### src/rtl/fetch_unit.sv
// -----------------------------------------------------------------------------
// fetch_unit
//   RV32I instruction fetch stage. Holds the fetch PC, issues word requests to
//   instruction memory over req/gnt/rvalid, buffers returned words together with
//   their PC in a small FIFO and presents the head to decode with valid/ready.
//   A redirect (taken branch/jump) flushes the buffer, retargets the PC and
//   drains any wrong-path responses still in flight.
//
// Ports
//   i_clk, i_rst_n        clock (rising edge), async active-low reset
//   i_pc_sel, i_alu_data  redirect request and target address
//   o_imem_addr/o_imem_req, i_imem_gnt          request channel
//   i_imem_rvalid, i_imem_rdata                 in-order response channel
//   o_instruction, o_pc, o_insn_vld, i_dec_rdy  decode interface (FIFO head)
//   o_misalign            1-cycle pulse when a redirect target is not word aligned
//
// state | meaning
// ------+----------------------------------------------------------------------
// IDLE  | first cycle after reset release, no requests
// RUN   | fetching; requests issued while outstanding + buffered < FIFO_DEPTH
// DRAIN | after a redirect, discarding wrong-path responses until none remain
// -----------------------------------------------------------------------------
module fetch_unit #(
    parameter logic [31:0] RESET_PC   = 32'h0000_0000,
    parameter int          FIFO_DEPTH = 2
) (
    input  logic        i_clk,
    input  logic        i_rst_n,
    input  logic        i_pc_sel,
    input  logic [31:0] i_alu_data,
    output logic [31:0] o_imem_addr,
    output logic        o_imem_req,
    input  logic        i_imem_gnt,
    input  logic        i_imem_rvalid,
    input  logic [31:0] i_imem_rdata,
    output logic [31:0] o_instruction,
    output logic [31:0] o_pc,
    output logic        o_insn_vld,
    input  logic        i_dec_rdy,
    output logic        o_misalign
);

    localparam int          CW      = $clog2(FIFO_DEPTH + 1);
    localparam int          PW      = (FIFO_DEPTH > 1) ? $clog2(FIFO_DEPTH) : 1;
    localparam logic [31:0] NOP     = 32'h0000_0013;
    localparam logic [CW:0] DEPTH_C = (CW + 1)'(FIFO_DEPTH);
    localparam logic [PW-1:0] LAST_PTR = PW'(FIFO_DEPTH - 1);

    typedef enum logic [1:0] {
        S_IDLE,
        S_RUN,
        S_DRAIN
    } state_e;

    state_e         state_q, state_d;
    logic [31:0]    pc_req_q, pc_req_d;
    logic [CW-1:0]  outst_q, outst_d;
    logic [CW-1:0]  cnt_q, cnt_d;
    logic [PW-1:0]  rd_ptr_q, rd_ptr_d;
    logic [PW-1:0]  wr_ptr_q, wr_ptr_d;
    logic           mis_q, mis_d;

    logic [31:0]    fifo_insn_q [FIFO_DEPTH];
    logic [31:0]    fifo_pc_q   [FIFO_DEPTH];

    logic           redirect;
    logic           pop;
    logic           gnt_acc;
    logic           rsp;
    logic           push;
    logic [CW:0]    occupancy;
    logic [31:0]    pc_rsp;

    function automatic logic [PW-1:0] ptr_inc(input logic [PW-1:0] p);
        return (p == LAST_PTR) ? '0 : p + 1'b1;
    endfunction

    assign redirect = i_pc_sel && (state_q != S_IDLE);
    assign pop      = (cnt_q != '0) && i_dec_rdy;

    // A word leaving the buffer this cycle frees its slot for a new request,
    // which keeps a 2-deep buffer streaming one instruction per cycle. The
    // freed credit only moves into cnt_q at the edge, so a raised request
    // never loses eligibility before it is granted.
    assign occupancy  = {1'b0, outst_q} + {1'b0, cnt_q} - {{CW{1'b0}}, pop};
    assign o_imem_req = (state_q == S_RUN) && (occupancy < DEPTH_C);
    assign gnt_acc    = o_imem_req && i_imem_gnt;

    assign rsp  = i_imem_rvalid && (outst_q != '0) && (state_q != S_IDLE);
    assign push = rsp && (state_q == S_RUN) && !redirect;

    // In RUN the outstanding requests are always the contiguous words just
    // below pc_req_q; any redirect with traffic in flight goes through DRAIN.
    assign pc_rsp = pc_req_q - 32'({outst_q, 2'b00});

    always_comb begin
        state_d  = state_q;
        pc_req_d = pc_req_q;
        rd_ptr_d = rd_ptr_q;
        wr_ptr_d = wr_ptr_q;
        cnt_d    = cnt_q;
        outst_d  = outst_q + CW'(gnt_acc) - CW'(rsp);
        mis_d    = redirect && (i_alu_data[1:0] != 2'b00);

        if (redirect) begin
            pc_req_d = {i_alu_data[31:2], 2'b00};
        end else if (gnt_acc) begin
            pc_req_d = pc_req_q + 32'd4;
        end

        if (redirect) begin
            cnt_d    = '0;
            rd_ptr_d = '0;
            wr_ptr_d = '0;
        end else begin
            if (push) wr_ptr_d = ptr_inc(wr_ptr_q);
            if (pop)  rd_ptr_d = ptr_inc(rd_ptr_q);
            cnt_d = cnt_q + CW'(push) - CW'(pop);
        end

        case (state_q)
            S_IDLE:  state_d = S_RUN;
            S_RUN:   if (redirect && (outst_d != '0)) state_d = S_DRAIN;
            // Leave as soon as nothing is in flight, even on a repeated
            // redirect, so the unit cannot park in DRAIN with no traffic.
            S_DRAIN: if (outst_d == '0) state_d = S_RUN;
            default: state_d = S_IDLE;
        endcase
    end

    always_ff @(posedge i_clk or negedge i_rst_n) begin
        if (!i_rst_n) begin
            state_q  <= S_IDLE;
            pc_req_q <= RESET_PC;
            outst_q  <= '0;
            cnt_q    <= '0;
            rd_ptr_q <= '0;
            wr_ptr_q <= '0;
            mis_q    <= 1'b0;
        end else begin
            state_q  <= state_d;
            pc_req_q <= pc_req_d;
            outst_q  <= outst_d;
            cnt_q    <= cnt_d;
            rd_ptr_q <= rd_ptr_d;
            wr_ptr_q <= wr_ptr_d;
            mis_q    <= mis_d;
        end
    end

    // Buffer storage needs no reset: entries are only visible while cnt_q != 0.
    always_ff @(posedge i_clk) begin
        if (push) begin
            fifo_insn_q[wr_ptr_q] <= i_imem_rdata;
            fifo_pc_q[wr_ptr_q]   <= pc_rsp;
        end
    end

    assign o_imem_addr   = pc_req_q;
    assign o_insn_vld    = (cnt_q != '0);
    assign o_instruction = o_insn_vld ? fifo_insn_q[rd_ptr_q] : NOP;
    assign o_pc          = o_insn_vld ? fifo_pc_q[rd_ptr_q] : 32'h0;
    assign o_misalign    = mis_q;

    a_no_overflow : assert property (@(posedge i_clk) disable iff (!i_rst_n)
        !(push && (cnt_q == CW'(FIFO_DEPTH))));

endmodule
### config.mk
export PLATFORM = sky130hd
export DESIGN_NAME = fetch_unit
export DESIGN_NICKNAME = d
export VERILOG_FILES = /design/src/rtl/fetch_unit.sv
export SDC_FILE = /design/constraint.sdc
export NUM_CORES = 1
export LEC_CHECK = 0
export CORE_MARGIN = 2
export CORE_UTILIZATION = 47
export CTS_BUF_LIST = sky130_fd_sc_hd__clkbuf_4
export DETAILED_ROUTE_END_ITERATION = 8
export PLACE_DENSITY = 0.78
export SETUP_SLACK_MARGIN = 0.2
export SLEW_MARGIN = 20
export SYNTH_ARGS = -nofsm -noshare
export SYNTH_HDL_FRONTEND = slang
export SYNTH_SLANG_ARGS = --single-unit
### constraint.sdc
create_clock -name i_clk -period 4.2 [get_ports i_clk]
set_clock_uncertainty 0.2 [all_clocks]
set_input_delay 1.05 -clock i_clk [delete_from_list [all_inputs] [get_ports i_clk]]
set_output_delay 1.05 -clock i_clk [all_outputs]
set_load 0.02 [all_outputs]
==> results of run 1 <==
registers in the layout, summed over array words and instances, names as in the netlist:
register and cells:
rd_ptr_q 1, outst_q 2, fifo_pc_q 60, fifo_insn_q 64
cnt_q 2, o_misalign 1, o_imem_addr 30, state_q 2
wr_ptr_q 1
metal layers:
metal	up-vias	track usage (%)	part of all wire, %
li1	2482	-	-
met1	2449	25.9	45
met2	161	31.1	48
met3	13	3.46	5.0
met4	0	6.32	1.1
met5	-	0	0
cells by family (layout without fill, tap and decap cells):
family                     Yosys count  in the layout  synth area share [%]
xor gates and xnor gates            61             61                  7.11
DFF                                163            163                  62.6
buffers and inverters               55            224                  3.18
and+or+nand+nor                    222            222                  14.2
AOI/OAI and AO/OA                   39             39                  2.73
adders and majority gates           10             10                  1.87
other                                1              5                0.0499
muxes                               62             62                  8.26
critical path, delay by kind of cell (launching register included):
family                   cells  cell delay (ns)
flip-flops                   1             0.48
AND/OR/NAND/NOR              5             0.54
adder cells (fa/ha/maj)      1             0.52
buffers and inverters        3             0.42
cell type report:
cell class	count	area, um2	share of cell area (%)
sequential	163	4700	47.6
antenna	1	2.50	0.0253
multi-input combinational	398	2650	26.8
timing repair buffer	180	1790	18.2
inverter	13	48.8	0.494
clock buffer	21	158	1.60
clock inverter	10	253	2.56
tap	216	270	2.74
power breakdown:
part | total (mW) | switching (mW) | internal [mW]
clock | 1.23 | 0.498 | 0.737
sequential | 2.62 | 0.476 | 2.15
combinational | 3.15 | 1.69 | 1.46
total | 7.01 | 2.67 | 4.34
stage by stage:
step | total power, mW | TNS [ns] | cell area, um2 | instances
2_1_floorplan | 4.39 | -90.80 | 7520 | 616
3_3_place_gp | 5.69 | -0.236 | 9440 | 970
3_5_place_dp | 5.78 | -0.414 | 9440 | 970
4_1_cts | 7.04 | 0 | 9850 | 1001
5_1_grt | 7.42 | 0 | 9870 | 1002
6_report | 7.01 | 0 | 9870 | 1002
what timing repair did:
| action | 4_1_cts | 5_1_grt |
|---|---|---|
| endpoints found under the setup margin | 1 | 1 |
| gates resized for setup | 7 | 4 |
| pin swaps | 2 | 2 |
final timing paths:
path | to
max in group asynchronous | rd_ptr_q
worst min-delay path | o_misalign
worst max register to register | state_q[0]
worst max-delay path | o_imem_req
worst min register to register | outst_q[0]
min in group i_clk | outst_q[0]
cell usage in the layout (no fill, tap or decap), types with 2 or more instances in the layout:
cell,synthesis,layout
clkdlybuf4s50_1,0,161
edfxtp_1,124,124
nor2_1,91,87
mux2i_1,62,62
nand2_1,49,48
xor2_1,40,40
dfrtp_1,39,38
o21ai_0,28,27
clkbuf_4,0,21
xnor2_1,21,20
nand3_1,19,19
nand4_1,14,14
buf_4,6,14
inv_1,13,13
ha_1,8,8
bufinv_16,0,8
nor3_1,7,7
and3_1,6,6
nor4_1,7,5
a21oi_1,5,5
nor2_4,0,4
conb_1,1,4
or3_1,3,3
or4_1,3,3
nor2b_1,4,3
nand3b_1,3,3
nor4_2,1,3
o21ai_1,2,3
and4_1,3,3
buf_12,0,3
and2_1,2,2
fa_1,2,2
==> out/qor.txt, run 1 <==
Clk slew on worst S/H paths - 0.12 ns
# IOs - 169
Final ANT Viol Nets - 0
Count leader, synth - edfxtp_1
R2r startpoint - cnt_q[0]
Leakage power - 3.55 nW
Skew-Pair Late Insertion Delay - 0.52 ns
Top post-synthesis cells by count - edfxtp_1, nor2_1, mux2i_1
RSZ-0062 raised after global routing - false
Place WS - -0.281 ns
Worst-case reg-to-reg path depth - 18
Drt wl/cell - 16.1 um
Syn Area/Cell - 12.3 um2
Sequential fraction of the synthesis area - 62.6%
Vias in the first global route - 5,009
Max cap viols - 0
Final worst-path setup slack - 0.465 ns
Post-layout min period - 3.73 ns
Area contributors post-synth - edfxtp_1, dfrtp_1, mux2i_1, xor2_1, nor2_1
Clock sink count - 163
Warnings, synthesis - 0
Gate Count Post-Synth - 613
Initial Utilization - 47.6%
Gp weighted congestion - 0.858
Pwr/cell area - 710 nW/um2
Final hold violations - 0
Status - finished clean
Chip height - 130 um
Cell Chain, Critical Path - nor2_4 > inv_1 > nand2_2 > nor2_4 > buf_4 > fa_1 > nand3b_1 > nor2_1 > buf_4
H-Tree Depth - 4
Hold Slack - 0.426 ns
Vias per inst - 5.09
FF-to-FF setup slack - 0.66 ns
Util after Layout - 62.6%
Syn-to-layout area delta - 31.4%
Worst setup path startpoint - cnt_q[0]
Port bufs - 164
Remaining Overflow, GRT - 0
Async S/R FF share, synth - 23.9%
Root Buffer - clkbuf_4
Max FO, Critical Path - 5
Core Box Area - 15,800 um2
CP max stage delay - 0.52 ns
Peak Freq - 268 MHz
Die span in x - 130 um
Pins Over Slew Limit - 0
Post-synth EDFFs - 124
Nets - 853
DIE AREA - 17,000 um2
Hold Buf Count CTS - 0
Fill cells - 1,256
Slew HR - 39.9%
Kind of critical path - flop to primary output
First-pass GRT wire length - 24.9 mm
Ys flop type - edfxtp_1
Postcts setup bufs - 0
DP HPWL - 11.1 mm
Post-route DRC violation count - 0
CP max-delay cell - fa_1
Yosys reg bits - 163
Synth top area share - 49.6%
All-Layer GR Usage - 19.0%
Required time of the critical path - 2.95 ns
Worst-Margin Slew - 0.899 ns
VDD IR-drop max - 0.000395 V
Hold Crit Class - primary input to async pin
Tcrit/Tclk final - 88.9%
Data arrival, critical path - 2.48 ns
Wirelength, routed - 16.1 mm
Via count - 5,105
Largest net degree at the start of global routing - 63
1st-iter DRT viols - 332
Share of layout cells above drive strength 1 - 8.41%
Number of core rows - 46
Final setup vio count - 0
CP startpoint kind - flop
CTS buffer count - 17
Endpoint class of the critical path - primary output
Syn Std Cell Area - 7510 um2
Initial antenna violation count - 1
Drt pass-1 iters - 7
Post-synth top area cell - edfxtp_1
Largest buffer count on any clock path - 2
CTS tree - done
Distinct cells, synth - 45
Power figures use the tool's default switching activity.
==> run 2, diff against run 1 <==
CORE_MARGIN = 5   (was 2)
GPL_TIMING_DRIVEN = 0   (was unset)
==> run 2 against run 1 <==
Critical path depth decreased by 1. First-iteration DRC count decreased by 26%. Cell area increased by 1.3%. Final cell count increased by 3.7%. Register-to-register slack got worse by 0.25 ns. Sequential power decreased by 7.6%. Largest cell class unchanged. Highest routed layer unchanged.
==> out/qor.txt, run 2 (same netlist as run 1, synthesis figures left out) <==
CTS tree - done
Data arrival, critical path - 2.67 ns
Number of core rows - 46
Tcrit/Tclk final - 93.4%
Via count - 5,335
1st-iter DRT viols - 247
Worst setup path startpoint - i_dec_rdy
First-pass GRT wire length - 27.4 mm
Place WS - -0.518 ns
Final hold violations - 0
DIE AREA - 18,600 um2
Die span in x - 136 um
Final ANT Viol Nets - 0
Peak Freq - 255 MHz
CP startpoint kind - primary input
Nets - 889
Crit. path cell count - 8
Biggest register - fifo_insn_q
Max FO, Critical Path - 3
Largest buffer count on any clock path - 2
Gp weighted congestion - 0.851
Part of the power in registers - 34.5%
VDD IR-drop max - 0.000341 V
Switching power - 2.73 mW
Core Box Area - 15,800 um2
Post-route DRC violation count - 0
Worst-Margin Slew - 0.998 ns
Final worst-path setup slack - 0.276 ns
Chip height - 136 um
Syn-to-layout area delta - 33.1%
R2r startpoint - cnt_q[0]
Cell Chain, Critical Path - dlygate4sd2_1 > nand2_2 > nor2_2 > o21ai_0 > fa_1 > nand3b_1 > nor2_1 > buf_4
Clock sink count - 163
Wirelength, routed - 17.7 mm
Hold Buf Count CTS - 0
Clock Power Share - 16.2%
CP max-delay cell - fa_1
Leakage power - 3.61 nW
Hold Slack - 0.161 ns
Initial antenna violation count - 1
Most common cell after layout, fill and taps aside - clkdlybuf4s50_1
Pins Over Slew Limit - 0
Largest net degree at the start of global routing - 30
Tot Pwr - 7.01 mW
Post-layout min period - 3.92 ns
Share of layout cells above drive strength 1 - 9.12%
Endpoint class of the critical path - primary output
Clk slew on worst S/H paths - 0.13 ns
CTS buffer count - 17
Worst path top cell family by delay - simple AND/OR/NAND/NOR gates
Required time of the critical path - 2.95 ns
# IOs - 169
Initial Utilization - 47.6%
Commonest cells after routing, fill and taps aside - clkdlybuf4s50_1, edfxtp_1, nor2_1, mux2i_1, nand2_1
Root Buffer - clkbuf_4
Final setup vio count - 0
Skew-Pair Late Insertion Delay - 0.55 ns
Worst-case reg-to-reg path depth - 12
CP Buf/Inv Count - 2
Pwr/cell area - 701 nW/um2
Hold Crit Class - primary input to async pin
Largest register FFs - 64
Drt wl/cell - 17.0 um
Max cap viols - 0
Status - finished clean
Cell-internal power - 4.27 mW
Kind of critical path - primary input to primary output
Port bufs - 164
Remaining Overflow, GRT - 0
Vias per inst - 5.13
CP max stage delay - 0.52 ns
Drt pass-1 iters - 4
DP HPWL - 13.0 mm
Slew HR - 32.9%
Portion of total power attributed to combinational logic - 49.3%
Switching share of power - 39.0%
H-Tree Depth - 4
All-Layer GR Usage - 19.1%
Post-Place Cell Area - 9550 um2
Final instance area - 10000 um2
RSZ-0062 raised after global routing - false
Vias in the first global route - 5,478
-- run 2: cell count changes in the layout (fill, tap and decap cells not counted), moves of 2 or more --
cell,change
clkinvlp_4,+2
bufinv_16,-2
buf_2,+6
clkbuf_1,+23
buf_1,+2
buf_4,-3
nor4_2,-2
buf_12,+3
nor4_1,+2
clkbuf_2,+4
-- run 2: worst paths after layout --
kind	endpoint	slack, ns
setup / recovery	o_imem_req	0.28
hold / removal	o_imem_addr[6]	0.16
setup reg to reg	o_imem_addr[13]	0.41
hold reg to reg	outst_q[1]	0.42
max in group asynchronous	o_imem_addr[31]	3.19
min in group i_clk	outst_q[1]	0.42
-- run 2: power groups by stage --
| stage | Sequential [mW] | Clock [mW] | Combinational, mW |
|---|---|---|---|
| after floorplan | 2.55 | 0 | 1.84 |
| after global placement | 2.44 | 0 | 3.24 |
| after detailed placement | 2.44 | 0 | 3.38 |
| after CTS | 2.41 | 1.16 | 3.42 |
| after global routing | 2.45 | 1.22 | 3.72 |
| final | 2.42 | 1.14 | 3.45 |
-- run 2: what timing repair did --
item / 4_1_cts / 5_1_grt
pin swaps: 2 / 1
setup buffers: 1 / 4
resized for setup: 18 / 3
endpoints found under the setup margin: 81 / 22
-- run 2: metal layers --
layer / up-vias / global-route usage, % / share of wire [%]
met5: - / 0 / 0
met4: 0 / 9.35 / 3.2
met3: 45 / 4.11 / 5.5
met2: 193 / 31.5 / 49
met1: 2551 / 23.9 / 43
li1: 2546 / - / -
-- run 2: area by class of cell --
class | instances | area (um2)
fillers | 1203 | 5770
flip-flops and latches | 163 | 4700
multi-input cells | 398 | 2620
repair buffers | 174 | 1780
well taps | 216 | 270
clock inverters | 10 | 205
plain buffers | 42 | 200
clock buffers | 22 | 165
inverters | 13 | 52.6
diodes | 1 | 2.50
-- run 2: metrics by stage --
stage	TNS, ns	std cells	utilization, %
2_1_floorplan	-90.80	616	-
5_1_grt	0	1039	63.4
6_report	0	1039	63.4
3_3_place_gp	-315.80	996	59.8
4_1_cts	0	1034	63.1
3_5_place_dp	-7.94	1001	60.5
==> run 3, diff against run 2 <==
RECOVER_POWER = 100   (was unset)
==> run 3 against run 2 <==
The flow now finishes with violations (capacitance limit, slew limit). Cell area is 1.2% lower. Sequential power hardly changed. Wire length is 0.24% lower. Combinational power is 6% lower. Largest power group unchanged. Highest routed layer unchanged.
==> out/qor.txt, run 3 (same netlist as run 1, synthesis figures left out) <==
Status - complete, but fails checks
Failing checks - capacitance limit, slew limit
Initial Utilization - 47.6%
Worst-Margin Slew - 1.50 ns
Syn-to-layout area delta - 31.4%
Final worst-path setup slack - 0.218 ns
1st-iter DRT viols - 272
Final hold violations - 0
Share of layout cells above drive strength 1 - 7.91%
Util after Layout - 62.6%
Biggest register - fifo_insn_q
Kind of critical path - primary input to primary output
Clk slew on worst S/H paths - 0.13 ns
Cell Chain, Critical Path - dlygate4sd2_1 > nand2_1 > nor2_1 > o21ai_0 > fa_1 > nand3b_1 > nor2_1 > buf_4
Hold Buf Count CTS - 0
CP max stage delay - 0.52 ns
Drt wl/cell - 16.9 um
Commonest cells after routing, fill and taps aside - edfxtp_1, dlygate4sd3_1, nor2_1, mux2i_1, nand2_1
Final setup vio count - 0
Final instance area - 9870 um2
First-pass GRT wire length - 27.4 mm
# IOs - 169
All-Layer GR Usage - 19.1%
Endpoint class of the critical path - primary output
Place WS - -0.518 ns
Vias in the first global route - 5,478
DIE AREA - 18,600 um2
Dpl cells - 1,001
Via count - 5,355
Most common cell after layout, fill and taps aside - edfxtp_1
FF-to-FF setup slack - 0.36 ns
Drt pass-1 iters - 5
Vias per inst - 5.14
CTS buffer count - 17
Root Buffer - clkbuf_4
H-Tree Depth - 4
VDD IR-drop max - 0.000322 V
Pwr/cell area - 689 nW/um2
Initial antenna violation count - 1
CP startpoint kind - primary input
Max cap viols - 1
Number of core rows - 46
CTS tree - done
Leakage power - 3.73 nW
Clock sink count - 163
Peak Freq - 251 MHz
Tcrit/Tclk final - 94.8%
Max FO, Critical Path - 3
Die span in x - 136 um
Final ANT Viol Nets - 0
Required time of the critical path - 2.95 ns
Post-Place Cell Area - 9550 um2
Largest buffer count on any clock path - 2
Largest net degree at the start of global routing - 30
DP HPWL - 13.0 mm
Slew HR - -0.325%
Post-route DRC violation count - 0
Worst-case reg-to-reg path depth - 12
Remaining Overflow, GRT - 0
Largest register FFs - 64
Gp weighted congestion - 0.851
Port bufs - 164
Pins Over Slew Limit - 29
Hold Crit Class - primary input to async pin
Wirelength, routed - 17.6 mm
CP max-delay cell - fa_1
Core Box Area - 15,800 um2
Fin cells - 1,042
Chip height - 136 um
Post-layout min period - 3.98 ns
Nets - 889
Skew-Pair Late Insertion Delay - 0.54 ns
RSZ-0062 raised after global routing - false
Data arrival, critical path - 2.73 ns
Crit path top cell by count - nor2_1
run 3: worst max-delay path, delay by kind of cell:
kind                     cells  cell delay, ns
AND/OR/NAND/NOR              4            0.60
AO/OA/AOI/OAI                1            0.14
buffers and inverters        2            0.42
adder cells (fa/ha/maj)      1            0.52
run 3: repair_timing:
item	4_1_cts	5_1_grt
pin swaps	2	1
setup endpoints to repair	81	22
gates resized for setup	18	3
setup buffers	1	4
run 3: stage by stage:
stage,TNS [ns],hold WS [ns],total power [mW]
final,0,0.270,6.80
after global routing,0,0.269,7.19
after CTS,0,0.116,6.99
after detailed placement,-7.94,0.387,5.82
after global placement,-315.80,0.374,5.68
after floorplan,-90.80,0.331,4.39
run 3: layout make-up:
class                           count  area [um2]
Antenna cell                        4        10.0
Buffer                             42         200
Clock buffer                       22         165
Clock inverter                     10         205
Fill cell                        1225        5900
Inverter                           13        50.0
Multi-Input combinational cell    398        2570
Sequential cell                   163        4700
Tap cell                          216         270
Timing Repair Buffer              174        1710
run 3: metal layers:
layer  global-route usage, %  up-vias  wire length [um]
li1                        -     2559                 -
met1                    23.9     2575              7540
met2                    31.5      186              8680
met3                    4.11       35               965
met4                    9.35        0               449
met5                       0        -                 0
run 3: report_power, final:
part | switching (mW) | internal [mW] | total, mW
sequential | 0.259 | 2.15 | 2.41
clock | 0.508 | 0.625 | 1.13
combinational | 1.92 | 1.34 | 3.26
total | 2.69 | 4.11 | 6.80
run 3: final timing paths:
| kind | start | endpoint |
|---|---|---|
| setup / recovery | i_dec_rdy | o_imem_req |
| hold / removal | i_rst_n | o_imem_addr[6] |
| min in group i_clk | outst_q[1] | outst_q[1] |
| max in group asynchronous | i_rst_n | o_imem_addr[31] |
| hold reg to reg | outst_q[1] | outst_q[1] |
| setup reg to reg | cnt_q[1] | o_imem_addr[13] |
